File: src/rtl/conv_encoder_sys.sv
// Rate-1/2 feed-forward convolutional encoder, K = 3..6 chosen per frame.
// Every frame is followed by K-1 zero tail bits so the trellis ends in state 0.
module conv_encoder_sys #(
  parameter int FRAME_LEN = 13
) (
  input  logic       clk,
  input  logic       rst,
  input  logic [2:0] choose_constraint_length,
  input  logic       in_valid,
  output logic       in_ready,
  input  logic       in_bit,
  output logic [1:0] encoded_bits,
  output logic       out_valid,
  input  logic       out_ready,
  output logic       out_last,
  output logic       busy
);

  localparam logic [7:0] FRAME_LEN_W = 8'(FRAME_LEN);

  typedef enum logic [1:0] {IDLE, DATA, TAIL} state_t;

  state_t     state, state_nxt;
  logic [4:0] sr;
  logic [7:0] bit_cnt;
  logic [2:0] tail_cnt;
  logic [2:0] k_r, k_sel, k_use;
  logic       ready_q;
  logic       slot_free, step, enc_in, last_step;
  logic [5:0] vec, mask_g0, mask_g1;
  logic [1:0] enc;

  assign slot_free = !out_valid || out_ready;
  assign k_sel     = (choose_constraint_length >= 3'd3 && choose_constraint_length <= 3'd6)
                     ? choose_constraint_length : 3'd3;
  // The first bit of a frame must use the K being latched, not the old one.
  assign k_use     = (state == IDLE) ? k_sel : k_r;
  assign busy      = (state != IDLE);

  // Generators are left-aligned so the MSB tap always lands on the input bit.
  assign vec = {enc_in, sr[0], sr[1], sr[2], sr[3], sr[4]};

  always_comb begin
    mask_g0 = 6'b111000;
    mask_g1 = 6'b101000;
    case (k_use)
      3'd4: begin mask_g0 = 6'b111100; mask_g1 = 6'b110100; end
      3'd5: begin mask_g0 = 6'b100110; mask_g1 = 6'b111010; end
      3'd6: begin mask_g0 = 6'b101011; mask_g1 = 6'b111101; end
      default: begin mask_g0 = 6'b111000; mask_g1 = 6'b101000; end
    endcase
  end

  assign enc = {^(vec & mask_g0), ^(vec & mask_g1)};

  always_comb begin
    state_nxt = state;
    in_ready  = 1'b0;
    step      = 1'b0;
    enc_in    = 1'b0;
    last_step = 1'b0;
    case (state)
      IDLE: begin
        in_ready = ready_q && slot_free;
        enc_in   = in_bit;
        if (in_valid && ready_q && slot_free) begin
          step      = 1'b1;
          state_nxt = (FRAME_LEN_W == 8'd1) ? TAIL : DATA;
        end
      end
      DATA: begin
        in_ready = ready_q && slot_free;
        enc_in   = in_bit;
        if (in_valid && ready_q && slot_free) begin
          step = 1'b1;
          if (bit_cnt + 8'd1 == FRAME_LEN_W) state_nxt = TAIL;
        end
      end
      TAIL: begin
        if (slot_free) begin
          step = 1'b1;
          if (tail_cnt + 3'd1 == k_r - 3'd1) begin
            last_step = 1'b1;
            state_nxt = IDLE;
          end
        end
      end
      default: state_nxt = IDLE;
    endcase
  end

  always_ff @(posedge clk) begin
    if (rst) begin
      state        <= IDLE;
      sr           <= '0;
      bit_cnt      <= '0;
      tail_cnt     <= '0;
      k_r          <= 3'd3;
      encoded_bits <= '0;
      out_valid    <= 1'b0;
      out_last     <= 1'b0;
      ready_q      <= 1'b0;
    end else begin
      state   <= state_nxt;
      ready_q <= 1'b1;
      if (step) begin
        encoded_bits <= enc;
        out_valid    <= 1'b1;
        out_last     <= last_step;
        // Clearing the whole register also drops stale bits beyond a short K.
        sr           <= last_step ? 5'd0 : {sr[3:0], enc_in};
      end else if (out_ready) begin
        out_valid <= 1'b0;
        out_last  <= 1'b0;
      end
      if (state == IDLE && step) begin
        k_r     <= k_sel;
        bit_cnt <= 8'd1;
      end else if (state == DATA && step) begin
        bit_cnt <= bit_cnt + 8'd1;
      end
      if (state == TAIL && step) tail_cnt <= last_step ? 3'd0 : tail_cnt + 3'd1;
    end
  end

endmodule

File: config.mk
export PLATFORM = sky130hd
export DESIGN_NAME = conv_encoder_sys
export DESIGN_NICKNAME = d
export VERILOG_FILES = /design/src/rtl/conv_encoder_sys.sv
export SDC_FILE = /design/constraint.sdc
export NUM_CORES = 1
export LEC_CHECK = 0
export BUFFER_PORTS_ARGS = -buffer_cell sky130_fd_sc_hd__buf_2
export CAP_MARGIN = 20
export CORE_ASPECT_RATIO = 0.6
export CORE_MARGIN = 3
export CORE_UTILIZATION = 55
export DETAILED_ROUTE_END_ITERATION = 10
export HOLD_SLACK_MARGIN = 0.12
export MAX_ROUTING_LAYER = met4
export PLACE_DENSITY_LB_ADDON = 0.08
export SYNTH_ARGS = -nofsm -noshare
export SYNTH_HDL_FRONTEND = slang
export SYNTH_SLANG_ARGS = --single-unit
File: constraint.sdc
create_clock -name clk -period 2.66 [get_ports clk]
set_input_delay 0.266 -clock clk [delete_from_list [all_inputs] [get_ports clk]]
set_output_delay 0.266 -clock clk [all_outputs]
set_load 0.005 [all_outputs]
==> results.sh, run 1 <==
export IMPL_avgRoutedWirePerCell_um=14.73
export IMPL_initial_core_util_pct=59.48
export IMPL_max_clock_freq_ghz=0.4262
export IMPL_route_detailed_drc=0
export IMPL_cts_resized=0
export IMPL_yosys_most_used_dff="dfxtp_1"
export IMPL_netlist_instances=187
export IMPL_drive_gt1_share_pct=14.57
export IMPL_avgSynthCellArea_um2=8.190
export IMPL_synth_top_area_share_pct=33.99
export IMPL_min_period_ns=2.347
export IMPL_synth_top_cell_by_area="dfxtp_1"
export IMPL_cts_htree_levels=1
export IMPL_ios=14
export IMPL_cts_buffers=3
export IMPL_grt_pass1_vias=1173
export IMPL_cts_tree="built"
export IMPL_rr_startpoint="state[0]"
export IMPL_yosysWarnings=0
export IMPL_async_reset_ff_share_pct=0
export IMPL_crit_arrival_ns=2.54
export IMPL_status="finished, final reports clean"
export IMPL_reg2reg_setup_slack_ns=0.31
export IMPL_final_max_slew_viol_count=0
export IMPL_yosysMostFrequentCell="dfxtp_1"
export IMPL_tightest_slew_ns=0.6468
export IMPL_antenna_found_initial=0
export IMPL_fin_crit_sh_pct=88.22
export IMPL_fin_ws_ns=0.3135
export IMPL_clkLatencyLatePin_ns=0.27
export IMPL_fin_tns_setup_ns=0
export IMPL_vias=1357
export IMPL_syn_nets=199
export IMPL_nFillCells=218
export IMPL_grt_pass1_wl_um=5554
export IMPL_core_area_um2=2575
export IMPL_port_buffers=13
export IMPL_grt_use_total_pct=21.82
export IMPL_ir_drop_mv=0.3512
export IMPL_yosysSeqAreaShare_pct=33.99
export IMPL_dp_hpwl_um=2659
export IMPL_skew_ns=0.001599
export IMPL_ys_top_cells_by_count="dfxtp_1 (26), nand2_1 (25), nor2_1 (22)"
export IMPL_whs_ns=0.2880
export IMPL_design_power_total_uw=832.4
export IMPL_die_h_um=46.88
export IMPL_holdPathStages=3
export IMPL_synth_cell_types=44
export IMPL_cts_root_buf="clkbuf_8"
export IMPL_via_per_inst=5.874
export IMPL_grt_max_degree=21
export IMPL_cp_start_kind="flop"
export IMPL_setup_violations=0
export IMPL_synth_area_um2=1531
export IMPL_post_cts_buffers=0
export IMPL_gr_total_overflow=0
export IMPL_min_from="out_ready"
export IMPL_nets=212
export IMPL_max_slew_margin_pct=56.55
export IMPL_cts_sinks=26
export IMPL_maxCapViolations=0
export IMPL_ys_seq_elements=26
export IMPL_die_area_um2=3475
export IMPL_powerDensity_nw_per_um2=493.1
export IMPL_die_w_um=74.13
export IMPL_pre_cts_slack_ns=0.3622
export IMPL_rsz0062_at_grt="false"
export IMPL_required_ns=2.86
export IMPL_cts_buffer_depth=2
export IMPL_gp_congestion=0.9666
export IMPL_num_rows=14
export IMPL_r2r_cells=6
export IMPL_crit_type="reg2reg"
export IMPL_hold_viol=0
export IMPL_path_clk_slew_ns=0.09
export IMPL_p_leak_uw=0.0006947
export IMPL_cp_max_fo=17
export IMPL_areaGrowthSynthToFinish_pct=10.21
export IMPL_drt_wl_total_um=3403
export IMPL_drt_iter0_markers=111
export IMPL_ys_top_cells_by_area="dfxtp_1 (34%), nand2_1 (6.1%), a21oi_1 (5.6%)"
export IMPL_min_path_type="in2reg"
export IMPL_drtAntennaViolNets=0
export IMPL_postCtsHoldBufs=0
export IMPL_end_kind="flop"
export IMPL_worstReg2RegEnd="encoded_bits[1]"
export IMPL_n_antenna_cell=0
export IMPL_synth_edff_count=0
export IMPL_hold_path_endpoint="out_last"
export IMPL_firstDrtPassIters=5
[state kept, by name, summed over array words and instances, names as in the netlist]
signal and cells:
bit_cnt 8, encoded_bits 2, k_r 3, out_last 1, out_valid 1, ready_q 1
sr 5, state 2, tail_cnt 3
[metal layers]
metal / vias up / share of wire [%] / wire length (um) / track usage (%)
met5: - / 0 / 0 / -
met3: 4 / 6.6 / 225 / 4.701
met1: 630 / 55 / 1855 / 32.56
met4: 0 / 0.56 / 19 / 4.332
li1: 686 / - / - / -
met2: 37 / 38 / 1302 / 29.75
[report_power, final]
part	internal [uW]	total, uW	switching [uW]
sequential	398	411	12.9
combinational	41.5	93.8	52.4
clock	201	328	127
[critical path: stages (launching register included)]
cell	delay, ns
dfxtp_1	0.48
or4b_4	0.61
a211oi_2	0.30
a21oi_1	0.11
o2bb2ai_1	0.15
xnor3_1	0.41
a211oi_2	0.21
[worst max-delay path by stage]
stage / start / end / slack (ns)
final: state[0] / encoded_bits[1] / 0.31
after global routing: state[0] / encoded_bits[1] / 0.20
after CTS: state[0] / encoded_bits[1] / 0.33
after detailed placement: state[0] / encoded_bits[1] / 0.36
after global placement: state[0] / encoded_bits[1] / 0.41
after floorplan: state[0] / encoded_bits[1] / 0.55
[layout make-up]
cell class	instances	area, um^2	area share [%]
repair buffers	15	80.08	4.744
inverters	6	22.52	1.334
multi-input cells	148	953.4	56.49
clock buffers	3	41.29	2.446
well taps	32	40.04	2.372
clock inverters	1	30.03	1.779
flip-flops and latches	26	520.5	30.84
[per-stage QoR]
stage / cells / cell area [um^2] / utilization (%)
final: 231 / 1688 / 65.55
after global routing: 231 / 1688 / 65.55
after CTS: 231 / 1688 / 65.55
after detailed placement: 227 / 1617 / 62.78
after global placement: 227 / 1617 / 62.78
after floorplan: 187 / 1531 / -
[cells by family (layout without fill, tap and decap cells)]
family	count (synthesis)	in the layout	share of synthesized area (%)
xor gates and xnor gates	13	13	9.232
DFF	26	26	33.99
and+or+nand+nor	84	84	28.10
muxes	4	4	2.778
adders and majority gates	4	4	3.268
buffers and inverters	13	25	3.758
AOI/OAI and AO/OA	43	43	18.87
[cell usage in the layout (no fill, tap or decap), types with 3 or more instances in the layout]
cell	n
nand3_1	7
o21ai_0	5
a21oi_1	17
nor2b_1	3
xor2_1	5
xnor2_1	6
nor3_1	6
nor2_1	22
nand3b_1	3
nor3b_1	3
ha_1	4
dfxtp_1	26
nand2_1	25
inv_1	6
a211oi_2	3
nand2b_1	3
buf_2	13
clkbuf_8	3
No activity file was read; power rests on OpenSTA's default activity.
==> inputs of run 2 (changes only) <==
==> constraint.sdc (replaced) <==
create_clock -name clk -period 2.8 [get_ports clk]
set_input_delay 0.28 -clock clk [delete_from_list [all_inputs] [get_ports clk]]
set_output_delay 0.28 -clock clk [all_outputs]
set_load 0.005 [all_outputs]
==> run 2 against run 1 <==
  * Count of clock-buffer cells in the layout stayed put
  * Routed wire length is 4.2% higher
  * Die area stayed put
  * Core utilization is 0.29 points lower
  * First-iteration DRC count is 120% higher
  * Combinational power is 6.7% lower
  * Non-clock buffer count is 1 lower
  * Largest power group unchanged
  * Register-to-register slack better by 0.11 ns
  * Sequential cell count stayed put
==> results.sh, run 2 (synthesized netlist as in run 1, its figures left out) <==
export IMPL_n_antenna_cell=0
export IMPL_fin_crit_sh_pct=84.85
export IMPL_tightest_slew_ns=0.5981
export IMPL_reg_top3="bit_cnt (8), sr (5)"
export IMPL_nets=211
export IMPL_max_slew_margin_pct=59.82
export IMPL_hold_viol=0
export IMPL_fin_tns_setup_ns=0
export IMPL_r2r_cells=6
export IMPL_max_stage_delay_ns=0.61
export IMPL_post_cts_buffers=0
export IMPL_die_area_um2=3475
export IMPL_max_clock_freq_ghz=0.4209
export IMPL_cts_tree="built"
export IMPL_hold_path_endpoint="out_last"
export IMPL_design_power_total_uw=789.5
export IMPL_drtAntennaViolNets=0
export IMPL_crit_type="reg2reg"
export IMPL_worstReg2RegEnd="encoded_bits[1]"
export IMPL_initial_core_util_pct=59.48
export IMPL_port_buffers=13
export IMPL_slowest_stage="or4b_4"
export IMPL_ios=14
export IMPL_largest_register_ff_count=8
export IMPL_route_detailed_drc=0
export IMPL_place_inst=226
export IMPL_cts_buffer_depth=2
export IMPL_dp_hpwl_um=2714
export IMPL_whs_ns=0.2903
export IMPL_path_clk_slew_ns=0.09
export IMPL_holdPathStages=3
export IMPL_reg2reg_setup_slack_ns=0.42
export IMPL_final_cell_mix="dfxtp_1 (26), nand2_1 (25), nor2_1 (22)"
export IMPL_cts_buffers=3
export IMPL_p_leak_uw=0.0006895
export IMPL_postCtsHoldBufs=0
export IMPL_core_area_um2=2575
export IMPL_areaGrowthSynthToFinish_pct=9.722
export IMPL_vias=1364
export IMPL_final_cell_count_no_fill=230
export IMPL_maxCapViolations=0
export IMPL_grt_use_total_pct=23.19
export IMPL_cts_resized=0
export IMPL_cts_root_buf="clkbuf_8"
export IMPL_gr_total_overflow=0
export IMPL_grt_pass1_vias=1199
export IMPL_setup_violations=0
export IMPL_required_ns=3.00
export IMPL_firstDrtPassIters=4
export IMPL_via_per_inst=5.930
export IMPL_min_period_ns=2.376
export IMPL_final_common_cell="dfxtp_1"
export IMPL_skew_ns=0.001737
export IMPL_die_w_um=74.13
export IMPL_cp_start_kind="flop"
export IMPL_clkLatencyLatePin_ns=0.27
export IMPL_ir_drop_mv=0.3260
export IMPL_nFillCells=223
export IMPL_die_h_um=46.88
export IMPL_status="finished, final reports clean"
export IMPL_min_from="out_ready"
export IMPL_avgRoutedWirePerCell_um=15.42
export IMPL_cts_htree_levels=1
export IMPL_regMostFlops="bit_cnt"
export IMPL_grt_max_degree=21
export IMPL_cts_sinks=26
export IMPL_rr_startpoint="state[0]"
export IMPL_drive_gt1_share_pct=14.14
export IMPL_antenna_found_initial=0
export IMPL_grt_pass1_wl_um=5865
export IMPL_final_max_slew_viol_count=0
export IMPL_gp_congestion=0.9872
export IMPL_end_kind="flop"
export IMPL_drt_iter0_markers=239
export IMPL_cp_common_cell="a211oi_2"
export IMPL_num_rows=14
export IMPL_powerDensity_nw_per_um2=469.8
export IMPL_cp_max_fo=17
export IMPL_crit_path_cell_trace="or4b_4 -> a211oi_2 -> a21oi_1 -> o2bb2ai_1 -> xnor3_1 -> a211oi_2"
export IMPL_min_path_type="in2reg"
export IMPL_crit_arrival_ns=2.58
export IMPL_drt_wl_total_um=3547
export IMPL_rsz0062_at_grt="false"
[run 2: changes by cell type in the layout (fill, tap and decap cells not counted), sizes merged]
cell,previous run,this run
buf,15,14
[run 2: routing by layer]
| metal | routed length, um | vias up | global-route usage, % | share of wire [%] |
|---|---|---|---|---|
| met5 | 0 | - | - | 0 |
| met4 | 26 | 0 | 6.137 | 0.73 |
| met3 | 280 | 4 | 5.342 | 7.9 |
| met2 | 1419 | 44 | 30.81 | 40 |
| met1 | 1821 | 635 | 34.45 | 51 |
| li1 | - | 681 | - | - |
[run 2: per-stage QoR]
stage / instance area [um^2] / util (%) / setup slack (ns)
3_3_place_gp: 1609 / 62.49 / 0.5167
2_1_floorplan: 1531 / - / 0.6855
6_report: 1680 / 65.26 / 0.4243
5_1_grt: 1680 / 65.26 / 0.2601
3_5_place_dp: 1609 / 62.49 / 0.4393
4_1_cts: 1680 / 65.26 / 0.4288
[run 2: area by class of cell]
cell class	count	area, um^2	area share [%]
clock inverters	1	30.03	1.787
inverters	6	22.52	1.340
well taps	32	40.04	2.383
multi-input cells	148	953.4	56.74
repair buffers	14	72.57	4.319
flip-flops and latches	26	520.5	30.98
clock buffers	3	41.29	2.457
[run 2: how the worst max path moves through the flow]
stage                                  to      from  cells past startpoint  slack (ns)
after floorplan           encoded_bits[1]  state[0]                      7        0.69
after global placement    encoded_bits[1]  state[0]                      6        0.52
after detailed placement  encoded_bits[1]  state[0]                      6        0.44
after CTS                 encoded_bits[1]  state[0]                      6        0.43
after global routing      encoded_bits[1]  state[0]                      6        0.26
final                     encoded_bits[1]  state[0]                      6        0.42
[run 2: critical path: cells and delay by family (launching register included)]
family / cells / cell delay, ns
and+or+nand+nor: 1 / 0.61
DFF: 1 / 0.48
AOI/OAI and AO/OA: 4 / 0.78
xor gates and xnor gates: 1 / 0.44
[run 2: power breakdown]
part	switching [uW]	internal [uW]	leakage [uW]	total [uW]
clock network	120	191	0.0000357	311
registers	12.8	378	0.000211	391
logic	49.2	38.3	0.000443	87.5
total	182	607	0.000690	789
